==> src/rtl/bonus_ship_pkg.sv <==
// Shared types and constants for the bonus (mystery) ship scheduler.
// The shot-indexed score table is used only when BONUS_SHOT_TABLE_EN is defined.
package bonus_ship_pkg;

  localparam int unsigned SCORE_W = 9;
  localparam int unsigned LIMIT_W = 10;
  localparam int unsigned CNT_W   = 10;
  localparam int unsigned SHOT_W  = 4;
  localparam int unsigned SHOT_N  = 15;
  localparam int unsigned STATE_W = 3;
  localparam int unsigned Y_W     = 11;

  typedef enum logic [STATE_W-1:0] {
    S_IDLE      = 3'd0,
    S_COOLDOWN  = 3'd1,
    S_WAIT_COND = 3'd2,
    S_LAUNCH    = 3'd3,
    S_FLYING    = 3'd4,
    S_SHOW      = 3'd5
  } bship_state_e;

  localparam logic [SCORE_W-1:0] SCORE_TABLE [SHOT_N] = '{
    9'd100, 9'd50,  9'd50,  9'd100, 9'd150,
    9'd100, 9'd100, 9'd50,  9'd300, 9'd100,
    9'd100, 9'd100, 9'd50,  9'd150, 9'd100
  };

  // Table lookup that stays in range even for the unused index 15.
  function automatic logic [SCORE_W-1:0] shot_score(input logic [SHOT_W-1:0] idx);
    shot_score = SCORE_TABLE[0];
    for (int unsigned i = 0; i < SHOT_N; i++) begin
      if (idx == SHOT_W'(i)) shot_score = SCORE_TABLE[i];
    end
  endfunction

endpackage

==> src/rtl/bonus_frame_timer.sv <==
// Loadable frame down-counter shared by cooldown, alive timeout and score display.
// expire_c flags the startOfFrame that takes the count from 1 to 0.
module bonus_frame_timer
  import bonus_ship_pkg::*;
#(
  parameter int unsigned W = CNT_W
) (
  input  logic         clk,
  input  logic         resetN,
  input  logic         load,
  input  logic [W-1:0] loadValue,
  input  logic         startOfFrame,
  output logic         done,
  output logic         expire_c
);

  logic [W-1:0] count_q, count_d;
  logic         done_q, done_d;

  always_comb begin
    count_d = count_q;
    if (load) begin
      count_d = loadValue;
    end else if (startOfFrame && (count_q != '0)) begin
      count_d = count_q - W'(1);
    end
    done_d = (count_d == '0);
  end

  always_ff @(posedge clk or negedge resetN) begin
    if (!resetN) begin
      count_q <= '0;
      done_q  <= 1'b1;
    end else begin
      count_q <= count_d;
      done_q  <= done_d;
    end
  end

  assign done     = done_q;
  assign expire_c = startOfFrame && (count_q == W'(1));

endmodule

==> src/rtl/bonus_ship_scheduler.sv <==
// Bonus ship sequencer: cooldown, launch gating, travel limit, hit award and score display.
// Build option BONUS_SHOT_TABLE_EN selects the shot-count score table instead of a fixed 100.
module bonus_ship_scheduler
  import bonus_ship_pkg::*;
#(
  parameter int unsigned COOLDOWN_FRAMES      = 600,
  parameter int unsigned HIT_SHOW_FRAMES      = 30,
  parameter int          MIN_ALIEN_Y          = 100,
  parameter int unsigned MIN_LIMIT_X          = 450,
  parameter int unsigned MAX_LIMIT_X          = 600,
  parameter int unsigned ALIVE_TIMEOUT_FRAMES = 4
) (
  input  logic                  clk,
  input  logic                  resetN,
  input  logic                  startOfFrame,
  input  logic                  playGame,
  input  logic signed [Y_W-1:0] alienMatrixYPosition,
  input  logic [LIMIT_W-1:0]    randX,
  input  logic                  playerFire,
  input  logic                  bonusFireCollision,
  input  logic                  shipAlive,
  output logic                  launch,
  output logic [LIMIT_W-1:0]    limitX,
  output logic                  scoreValid,
  output logic [SCORE_W-1:0]    scoreValue,
  output logic                  showScore,
  output logic [STATE_W-1:0]    state
);

  localparam logic signed [Y_W-1:0] MIN_Y_S   = Y_W'(MIN_ALIEN_Y);
  localparam logic [LIMIT_W-1:0]    MIN_X     = LIMIT_W'(MIN_LIMIT_X);
  localparam logic [LIMIT_W-1:0]    MAX_X     = LIMIT_W'(MAX_LIMIT_X);
  localparam logic [CNT_W-1:0]      CD_LOAD   = CNT_W'(COOLDOWN_FRAMES);
  localparam logic [CNT_W-1:0]      SHOW_LOAD = CNT_W'(HIT_SHOW_FRAMES);
  localparam logic [CNT_W-1:0]      TO_LOAD   = CNT_W'(ALIVE_TIMEOUT_FRAMES);

  bship_state_e         state_q, state_d;
  logic [LIMIT_W-1:0]   limit_q, limit_d;
  logic                 seen_q, seen_d;
  logic                 launch_q, launch_d;
  logic                 valid_q, valid_d;
  logic [SCORE_W-1:0]   score_q, score_d;
  logic                 show_q, show_d;

  logic                 tmr_load;
  logic [CNT_W-1:0]     tmr_value;
  logic                 tmr_done;
  logic                 tmr_expire_c;
  logic                 tmr_tick_c;
  logic                 launch_ok_c;
  logic [SCORE_W-1:0]   award_c;

  bonus_frame_timer #(.W(CNT_W)) u_timer (
    .clk          (clk),
    .resetN       (resetN),
    .load         (tmr_load),
    .loadValue    (tmr_value),
    .startOfFrame (startOfFrame),
    .done         (tmr_done),
    .expire_c     (tmr_expire_c)
  );

  assign tmr_tick_c  = tmr_expire_c || tmr_done;
  assign launch_ok_c = (alienMatrixYPosition > MIN_Y_S) &&
                       (randX >= MIN_X) && (randX <= MAX_X) &&
                       (randX != limit_q);

`ifdef BONUS_SHOT_TABLE_EN
  logic [SHOT_W-1:0] shot_q, shot_d;

  // Shots fired this game; a shot in the hit cycle only affects the next award.
  always_comb begin
    shot_d = shot_q;
    if (!playGame) begin
      shot_d = '0;
    end else if ((state_q != S_IDLE) && playerFire) begin
      shot_d = (shot_q == SHOT_W'(SHOT_N - 1)) ? '0 : shot_q + SHOT_W'(1);
    end
  end

  always_ff @(posedge clk or negedge resetN) begin
    if (!resetN) shot_q <= '0;
    else         shot_q <= shot_d;
  end

  assign award_c = shot_score(shot_q);
`else
  logic unused_fire;
  assign unused_fire = playerFire;
  assign award_c     = SCORE_W'(100);
`endif

  // Next-state and registered-output decode.
  always_comb begin
    state_d   = state_q;
    limit_d   = limit_q;
    seen_d    = seen_q;
    valid_d   = 1'b0;
    score_d   = score_q;
    tmr_load  = 1'b0;
    tmr_value = '0;

    if (!playGame) begin
      state_d  = S_IDLE;
      seen_d   = 1'b0;
      tmr_load = 1'b1;
    end else begin
      case (state_q)
        S_IDLE: begin
          state_d   = S_COOLDOWN;
          tmr_load  = 1'b1;
          tmr_value = CD_LOAD;
        end
        S_COOLDOWN: begin
          if (tmr_tick_c) state_d = S_WAIT_COND;
        end
        S_WAIT_COND: begin
          if (launch_ok_c) begin
            limit_d = randX;
            state_d = S_LAUNCH;
          end
        end
        S_LAUNCH: begin
          seen_d    = 1'b0;
          tmr_load  = 1'b1;
          tmr_value = TO_LOAD;
          state_d   = S_FLYING;
        end
        S_FLYING: begin
          if (shipAlive) seen_d = 1'b1;
          if (bonusFireCollision) begin
            valid_d   = 1'b1;
            score_d   = award_c;
            tmr_load  = 1'b1;
            tmr_value = SHOW_LOAD;
            state_d   = S_SHOW;
          end else if (seen_q && !shipAlive) begin
            tmr_load  = 1'b1;
            tmr_value = CD_LOAD;
            state_d   = S_COOLDOWN;
          end else if (!seen_q && !shipAlive && tmr_tick_c) begin
            tmr_load  = 1'b1;
            tmr_value = CD_LOAD;
            state_d   = S_COOLDOWN;
          end
        end
        S_SHOW: begin
          if (tmr_tick_c) begin
            tmr_load  = 1'b1;
            tmr_value = CD_LOAD;
            state_d   = S_COOLDOWN;
          end
        end
        default: begin
          state_d = S_IDLE;
        end
      endcase
    end

    launch_d = (state_d == S_LAUNCH);
    show_d   = (state_d == S_SHOW);
  end

  always_ff @(posedge clk or negedge resetN) begin
    if (!resetN) begin
      state_q  <= S_IDLE;
      limit_q  <= MIN_X;
      seen_q   <= 1'b0;
      launch_q <= 1'b0;
      valid_q  <= 1'b0;
      score_q  <= '0;
      show_q   <= 1'b0;
    end else begin
      state_q  <= state_d;
      limit_q  <= limit_d;
      seen_q   <= seen_d;
      launch_q <= launch_d;
      valid_q  <= valid_d;
      score_q  <= score_d;
      show_q   <= show_d;
    end
  end

  assign launch     = launch_q;
  assign limitX     = limit_q;
  assign scoreValid = valid_q;
  assign scoreValue = score_q;
  assign showScore  = show_q;
  assign state      = state_q;

endmodule

==> config.mk <==
export PLATFORM = sky130hd
export DESIGN_NAME = bonus_ship_scheduler
export DESIGN_NICKNAME = d
export VERILOG_FILES = /design/src/rtl/bonus_ship_pkg.sv /design/src/rtl/bonus_frame_timer.sv /design/src/rtl/bonus_ship_scheduler.sv
export SDC_FILE = /design/constraint.sdc
export NUM_CORES = 1
export LEC_CHECK = 0
export BUFFER_PORTS_ARGS = -buffer_cell sky130_fd_sc_hd__clkbuf_2
export CORE_MARGIN = 4
export CORE_UTILIZATION = 38
export DETAILED_ROUTE_END_ITERATION = 10
export PLACE_DENSITY = 0.73
export SYNTH_ARGS = -nofsm -noshare
export SYNTH_HDL_FRONTEND = slang
export SYNTH_SLANG_ARGS = --single-unit
==> constraint.sdc <==
create_clock -name clk -period 6.5 [get_ports clk]
set_input_delay 0.325 -clock clk [delete_from_list [all_inputs] [get_ports clk]]
set_output_delay 0.325 -clock clk [all_outputs]
set_load 0.02 [all_outputs]
======== Word-level counts from Yosys, hierarchy flattened ========
Cells that the tools add are included.
operators by class
  add/sub/neg operators ................... 1
  $lt $le $gt $ge ......................... 3
  eq/ne operators ......................... 11
  muxes and demuxes ....................... 28
  reductions and logical operators ........ 18
operator list
  kind                     count
  $mux W10                 7
  $pmux W10 S4             1
  $mux W3                  7
  $pmux W3 S6              1
  $gt A11 B8 Y1 const B    1
  $eq A10 B1 Y1 const B    1
  $ge A10 B9 Y1 const B    1
  $le A10 B10 Y1 const B   1
  $logic_not A10 Y1        1
  $mux W1                  10
  $ne A10 B10 Y1           1
  $reduce_bool A10 Y1      1
  $sub A10 B1 Y10 const B  1
  $eq A3 B2 Y1 const B     3
  $eq A3 B3 Y1 const B     3
  $logic_and A1 B1 Y1      8
  $reduce_and A3 Y1        2
  $eq A3 B1 Y1 const B     1
  $logic_not A3 Y1         1
  $ne A3 B1 Y1 const B     1
  $ne A3 B3 Y1 const B     1
  $pmux W1 S3              1
  $logic_not A1 Y1         2
  $pmux W1 S2              1
  other kinds (3)          3
storage, ports and cells
  register bits ........................... 29
  bits of input ports ..................... 28
  output and inout port bits .............. 25
  logic and storage cells ................. 70

======== Depth between registers and ports, before layout ========
Gate-level depths: netlist of run 1.
  word-level depth ........................ 11
  mapped depth ............................ 9
  depth with buffers taken out ............ 8

======== Modules after synthesis ========
Synthesis of run 1 repeated with hierarchy kept, for this count alone.
second synthesis, totals
  cells, all modules ...................... 192
  area, all modules ....................... 1885.6 sq um
by module, submodules not included
  module                instances  cells an instance  area an instance (sq um)  sequential area each (sq um)
  bonus_ship_scheduler  1          111                1148.6                    455.4
  bonus_frame_timer     1          81                 737.0                     276.5

======== Worst setup path after synthesis of run 1 ========
OpenSTA, ideal clock, no wires.
  path kind ............................... reg-to-reg
  start ................................... register, netlist name u_timer.count_q[1]
  end ..................................... register limit_q[2], in the netlist limitX[2]
  library setup time ...................... 0.125 ns
  arrival time ............................ 2.038 ns
  data required time ...................... 6.375 ns
  slack ................................... 4.337 ns
  cell stages (with the launch flop) ...... 10
  path buffers ............................ 1
  period minus slack after synthesis ...... 2.163 ns
  cells stage by stage .................... dfrtp_1 -> inv_1 -> ha_1 -> and3b_1 -> a311oi_1 -> o21ai_1 -> o21a_1 -> o21ai_2 -> buf_6 -> mux2_4
RTL lines
  element               RTL line                     text
  end signal, assigned  bonus_ship_scheduler.sv:175  limit_q <= limit_d;
  end, declared         bonus_ship_scheduler.sv:38   logic [LIMIT_W-1:0] limit_q, limit_d;

==> reports/metrics.cfg, run 1 <==
[setup_path]
worstSetupPathType=flip-flop to flip-flop
worst-path-max-fanout=11
cp-end-kind=flip-flop
worst_setup_path_start_kind=flip-flop
arrival_ns=2.89
cp.required_ns=6.66

[cells_and_area]
fin_area_sq_um=2160
layout-drive-gt1-share=0.371
antenna_cells=0
layout_commonest_cell=clkbuf_2
area_delta_synth_final_pct=17.6
nets=262
mostFrequentLayoutCells=clkbuf_2, dfrtp_1, nor2_1

[min_path]
holdCritPathClass=input pin to asynchronous set/reset pin

[power_and_ir_drop]
power_density_nw_per_um2=417
ir_drop_mv=0.238
power.leakage_nw=1.06

[sta]
fin_skew_ns=0.00374
setup_tns_ns=0
layout_worst_path_cycle_share=0.419
worst_pin_slew_ns=0.728
finalHoldWorstSlack_ns=0.0933
rsz0062_at_grt=no
maxSlewViolCount=0
fmax_ghz=0.367
setup_viol=0
final_hold_viol_count=0
slew_headroom=0.515
layout_min_cycle_time_ns=2.73

[cts]
clk_latency_ns=0.28
cts_resized=0
cts_tree=built
path_clk_slew_ns=0.07
cts_buffers=5
numClockSinks=29
holdBufCountCts=0
clock_path_buffers=2
cts-root-buf=clkbuf_8
cts_setup_buffers=0
h-tree-depth=2

[route]
drtIter0Drc=71
drtAntennaViolNets=0
wl_per_cell_microns=14.0
routed_wl_microns=4010
vias=1497
firstDrtPassIters=4
drc_errors=0
viasPerCell=5.23

[floorplanning]
rows=25
core-area_sq_um=4690
pin_count=53
die_w_microns=77.5
start_util=0.392
dieArea_sq_um=6010
dieHeight_microns=77.5

[synth]
synth-async-reset-ratio=1.00
avgSynthCellArea_sq_um=9.88
yosysWarnings=0
ys_types=54
yosys_register_bits=29
synth_cells=186
synth_edf_count=0
seq_area_frac_synth=0.398
synth_ff_type=dfrtp_1
synth_area_sq_um=1840

[place]
placed_area_sq_um=2060
hpwlAfterDp_microns=3050
gp_congestion=0.812
port_buffers=45

[run]
drv_cap=0

[global_routing]
grt_pass1_vias=1535
grt_pass1_wl_microns=6910
grt_overflow=0
track_usage=0.145
grt_max_degree=30
antenna_found_initial=0

[run_status]
status=finished clean

## synthesized netlist by cell type, types with 2 or more instances
cell type,count,share of area
a31o_2,3,0.014
dfrtp_1,24,0.33
a311oi_1,2,0.0095
dfstp_2,5,0.071
o21ai_0,9,0.025
xnor2_1,10,0.048
and3_1,2,0.0068
nor2_1,20,0.041
nor3_1,4,0.011
and3_2,2,0.0082
nor4_1,5,0.017
xor2_1,4,0.019
nand2b_1,3,0.010
buf_4,10,0.041
or2_2,3,0.010
o21a_1,2,0.0082
or4_1,3,0.012
mux2_4,8,0.065
inv_1,8,0.016
mux2i_1,2,0.011
a211oi_1,2,0.0082
ha_1,3,0.020
a31oi_1,2,0.0068
nor2b_1,2,0.0068
mux2_2,2,0.012
and2_1,2,0.0068
a21oi_1,6,0.016
nand2_1,11,0.022
nand4_1,2,0.0068
## worst max-delay path, cell delays in order (launching register included)
cell,delay (ns)
dfrtp_1,0.38
inv_1,0.10
ha_1,0.18
and3b_1,0.19
a311oi_1,0.36
o21ai_1,0.15
o21a_1,0.24
o21ai_2,0.61
mux2_2,0.40
## per-stage QoR
stage	utilization	power, mW	setup WS (ns)	cells
6_report	0.461	0.900	3.77	286
5_1_grt	0.461	0.970	3.56	286
3_5_place_dp	0.439	0.737	3.80	278
2_1_floorplan	-	0.637	4.34	191
3_3_place_gp	0.439	0.729	3.81	278
4_1_cts	0.461	0.909	3.78	286
## metal layers
metal,vias to the layer above,share of wire,global-route usage,wire (microns)
met5,-,0,0,0
met4,0,0.019,0.0694,76
met1,715,0.42,0.169,1690
met2,39,0.50,0.239,2010
met3,7,0.060,0.0487,241
li1,736,-,-,-
## cells by family (layout without fill, tap and decap cells)
family,Yosys count,count (layout),share of synthesized area
and+or+nand+nor,69,69,0.211
other,1,6,0.00204
xor gates and xnor gates,14,14,0.0667
adders and majority gates,3,3,0.0204
DFF,29,29,0.398
muxes,12,12,0.0885
buffers and inverters,21,62,0.0674
AOI/OAI and AO/OA,37,37,0.146
## power breakdown
| group | switching [mW] | internal (mW) | leakage [nW] |
|---|---|---|---|
| logic | 0.224 | 0.189 | 0.642 |
| registers | 0.0709 | 0.252 | 0.364 |
| clock network | 0.0691 | 0.0956 | 0.0542 |
| total | 0.364 | 0.536 | 1.06 |
## flip-flops by register name, summed over array words and instances, names as in the netlist
name / count
seen_q: 1
state: 3
launch: 1
showScore: 1
scoreValue: 1
scoreValid: 1
u_timer.done: 1
limitX: 10
u_timer.count_q: 10
## final cells by class
type	count	area, sq um
repair buffers	45	225
clock buffers	7	96.3
fillers	454	2530
clock inverters	1	5.00
flip-flops and latches	29	732
well taps	54	67.6
multi-input cells	141	1000
inverters	9	33.8
## path summary, 6_finish.rpt
check                                    from                  to  slack (ns)  cells after the start
min in group clk                     randX[8]           limitX[9]        0.31                      2
max reg2reg                u_timer.count_q[1]           limitX[0]        3.77                      8
min reg2reg                     scoreValue[2]       scoreValue[2]        0.52                      1
max                        u_timer.count_q[1]           limitX[0]        3.77                      8
max in group asynchronous              resetN       scoreValue[2]        5.94                      1
min                                    resetN  u_timer.count_q[0]        0.09                      1
Power figures use the tool's default switching activity.
==> run 2: changes to the inputs <==
- clock period: 6.5 -> 2.6 ns (I/O delays scaled with it)
==> reports/metrics.cfg, run 2 (synthesized netlist as in run 1, its figures left out) <==
[cells_and_area]
final_util=0.468  ; was 0.461
fill_cells=448  ; was 454
mostFrequentLayoutCells=clkbuf_2, dfrtp_1, nor2_1  ; unchanged
layout_commonest_cell=clkbuf_2  ; unchanged
antenna_cells=0  ; unchanged
nets=266  ; was 262
stdcell_count=290  ; was 286
layout-drive-gt1-share=0.381  ; was 0.371
area_delta_synth_final_pct=19.5  ; was 17.6%

[place]
dp_cells=281  ; was 278
gp_congestion=0.846  ; was 0.812
hpwlAfterDp_microns=3080  ; was 3050 microns
port_buffers=45  ; unchanged

[cts]
cts_setup_buffers=0  ; unchanged
clk_latency_ns=0.28  ; about the same
clock_path_buffers=2  ; unchanged
cts_buffers=5  ; unchanged
h-tree-depth=2  ; unchanged
numClockSinks=29  ; unchanged
cts-root-buf=clkbuf_8  ; unchanged
cts_tree=built  ; unchanged
path_clk_slew_ns=0.07  ; about the same

[min_path]
holdCritPathClass=input pin to flip-flop  ; was input pin to asynchronous set/reset pin

[sta]
final_hold_viol_count=0  ; unchanged
setup_tns_ns=0  ; unchanged
layout_worst_path_cycle_share=0.904  ; was 0.419
fin_skew_ns=0.00644  ; was 0.00374 ns
slew_headroom=0.499  ; was 0.515
fmax_ghz=0.425  ; was 0.367 GHz
layout_min_cycle_time_ns=2.35  ; was 2.73 ns
worst_pin_slew_ns=0.751  ; was 0.728 ns
setup_viol=0  ; unchanged
rsz0062_at_grt=no  ; unchanged
maxSlewViolCount=0  ; unchanged

[power_and_ir_drop]
clkPwrFrac=0.164  ; was 0.183
power_density_nw_per_um2=1020  ; was 417 nW/um^2
ir_drop_mv=0.559  ; was 0.238 mV
power_switching_mw=0.935  ; was 0.364 mW
p_comb_frac=0.485  ; was 0.458
internal_power_mw=1.31  ; was 0.536 mW
power_frac_seq=0.351  ; was 0.359
power.leakage_nw=1.08  ; was 1.06 nW
switching_share=0.416  ; was 0.404

[floorplanning]
die_w_microns=77.5  ; unchanged
dieHeight_microns=77.5  ; unchanged
core-area_sq_um=4690  ; unchanged
pin_count=53  ; unchanged
rows=25  ; unchanged
start_util=0.392  ; unchanged
dieArea_sq_um=6010  ; unchanged

[route]
drtIter0Drc=129  ; was 71
firstDrtPassIters=4  ; unchanged
vias=1529  ; was 1,497
drc_errors=0  ; unchanged
routed_wl_microns=4070  ; was 4010 microns
viasPerCell=5.27  ; was 5.23
drtAntennaViolNets=0  ; unchanged
wl_per_cell_microns=14.0  ; about the same

[setup_path]
worst-path-max-fanout=11  ; unchanged
cpMaxStageDelayCell=dfrtp_1  ; was o21ai_2
cp-end-kind=flip-flop  ; unchanged
slowest_delay_ns=0.38  ; was 0.61 ns
arrival_ns=2.51  ; was 2.89 ns
path_cells=inv_1 -> ha_1 -> and3b_1 -> a311oi_2 -> o21ai_1 -> o21a_1 -> o21ai_2 -> buf_12 -> mux2_2  ; was inv_1 -> ha_1 -> and3b_1 -> a311oi_1 -> o21ai_1 -> o21a_1 -> o21ai_2 -> mux2_2
worst_setup_path_start_kind=flip-flop  ; unchanged
cp.required_ns=2.76  ; was 6.66 ns
worstSetupPathType=flip-flop to flip-flop  ; unchanged

[global_routing]
track_usage=0.144  ; was 0.145
grt_pass1_vias=1555  ; was 1,535
antenna_found_initial=0  ; unchanged
grt_pass1_wl_microns=7020  ; was 6910 microns
grt_overflow=0  ; unchanged
grt_max_degree=30  ; unchanged

[run_status]
status=finished clean  ; unchanged

[run]
drv_cap=0  ; unchanged

## run 2: path summary, 6_finish.rpt
kind                                     from  cells after the start             to  slack, ns
min in group asynchronous              resetN                      2       state[2]       0.45
max in group asynchronous              resetN                      2       state[1]       1.67
min                                  playGame                      2       state[2]       0.11
max reg2reg                u_timer.count_q[1]                      9      limitX[0]       0.25
min reg2reg                     scoreValue[2]                      1  scoreValue[2]       0.52
max                        u_timer.count_q[1]                      9      limitX[0]       0.25
## run 2: area by class of cell
class,count,area [sq um],area share
multi-input combinational,141,1010,0.458
tap,54,67.6,0.0308
clock inverter,3,17.5,0.00797
clock buffer,5,68.8,0.0313
sequential,29,732,0.333
timing repair buffer,49,270,0.123
inverter,9,33.8,0.0154
## run 2: power by group through the flow
| stage | Sequential, mW | Clock, mW | Combinational (mW) |
|---|---|---|---|
| after floorplan | 0.892 | 0 | 0.701 |
| after global placement | 0.787 | 0 | 1.06 |
| after detailed placement | 0.790 | 0 | 1.08 |
| after CTS | 0.786 | 0.381 | 1.09 |
| after global routing | 0.815 | 0.403 | 1.20 |
| final | 0.788 | 0.368 | 1.09 |
## run 2: what timing repair did
item                                    in CTS  in global routing
resized for setup                            0                  1
hold buffers                                 1                  0
endpoints found under the setup margin       0                  1
endpoints found under the hold margin       24                  0
## run 2: per-layer routing
| metal | track usage | vias to the layer above | wire (microns) |
|---|---|---|---|
| met5 | 0 | - | 0 |
| met4 | 0.0409 | 0 | 41 |
| met3 | 0.0406 | 7 | 272 |
| met2 | 0.251 | 48 | 2060 |
| met1 | 0.172 | 730 | 1690 |
| li1 | - | 744 | - |
## run 2: stage by stage
step	instance area [sq um]	setup slack [ns]	hold WS [ns]	power (mW)
floorplan	1860	0.437	-0.166	1.59
global placement	2090	0.272	0.224	1.85
detailed placement	2090	0.233	0.234	1.87
CTS	2190	0.202	0.106	2.26
global route	2200	0.0203	0.113	2.42
finish	2200	0.248	0.114	2.25
## run 2: worst max-delay path, delay by kind of cell, from the launching register on
| family | cells | cell delay, ns |
|---|---|---|
| flip-flops | 1 | 0.38 |
| AND/OR/NAND/NOR | 1 | 0.21 |
| adder cells (fa/ha/maj) | 1 | 0.18 |
| AO/OA/AOI/OAI | 4 | 0.88 |
| multiplexers | 1 | 0.33 |
| buffers and inverters | 2 | 0.26 |
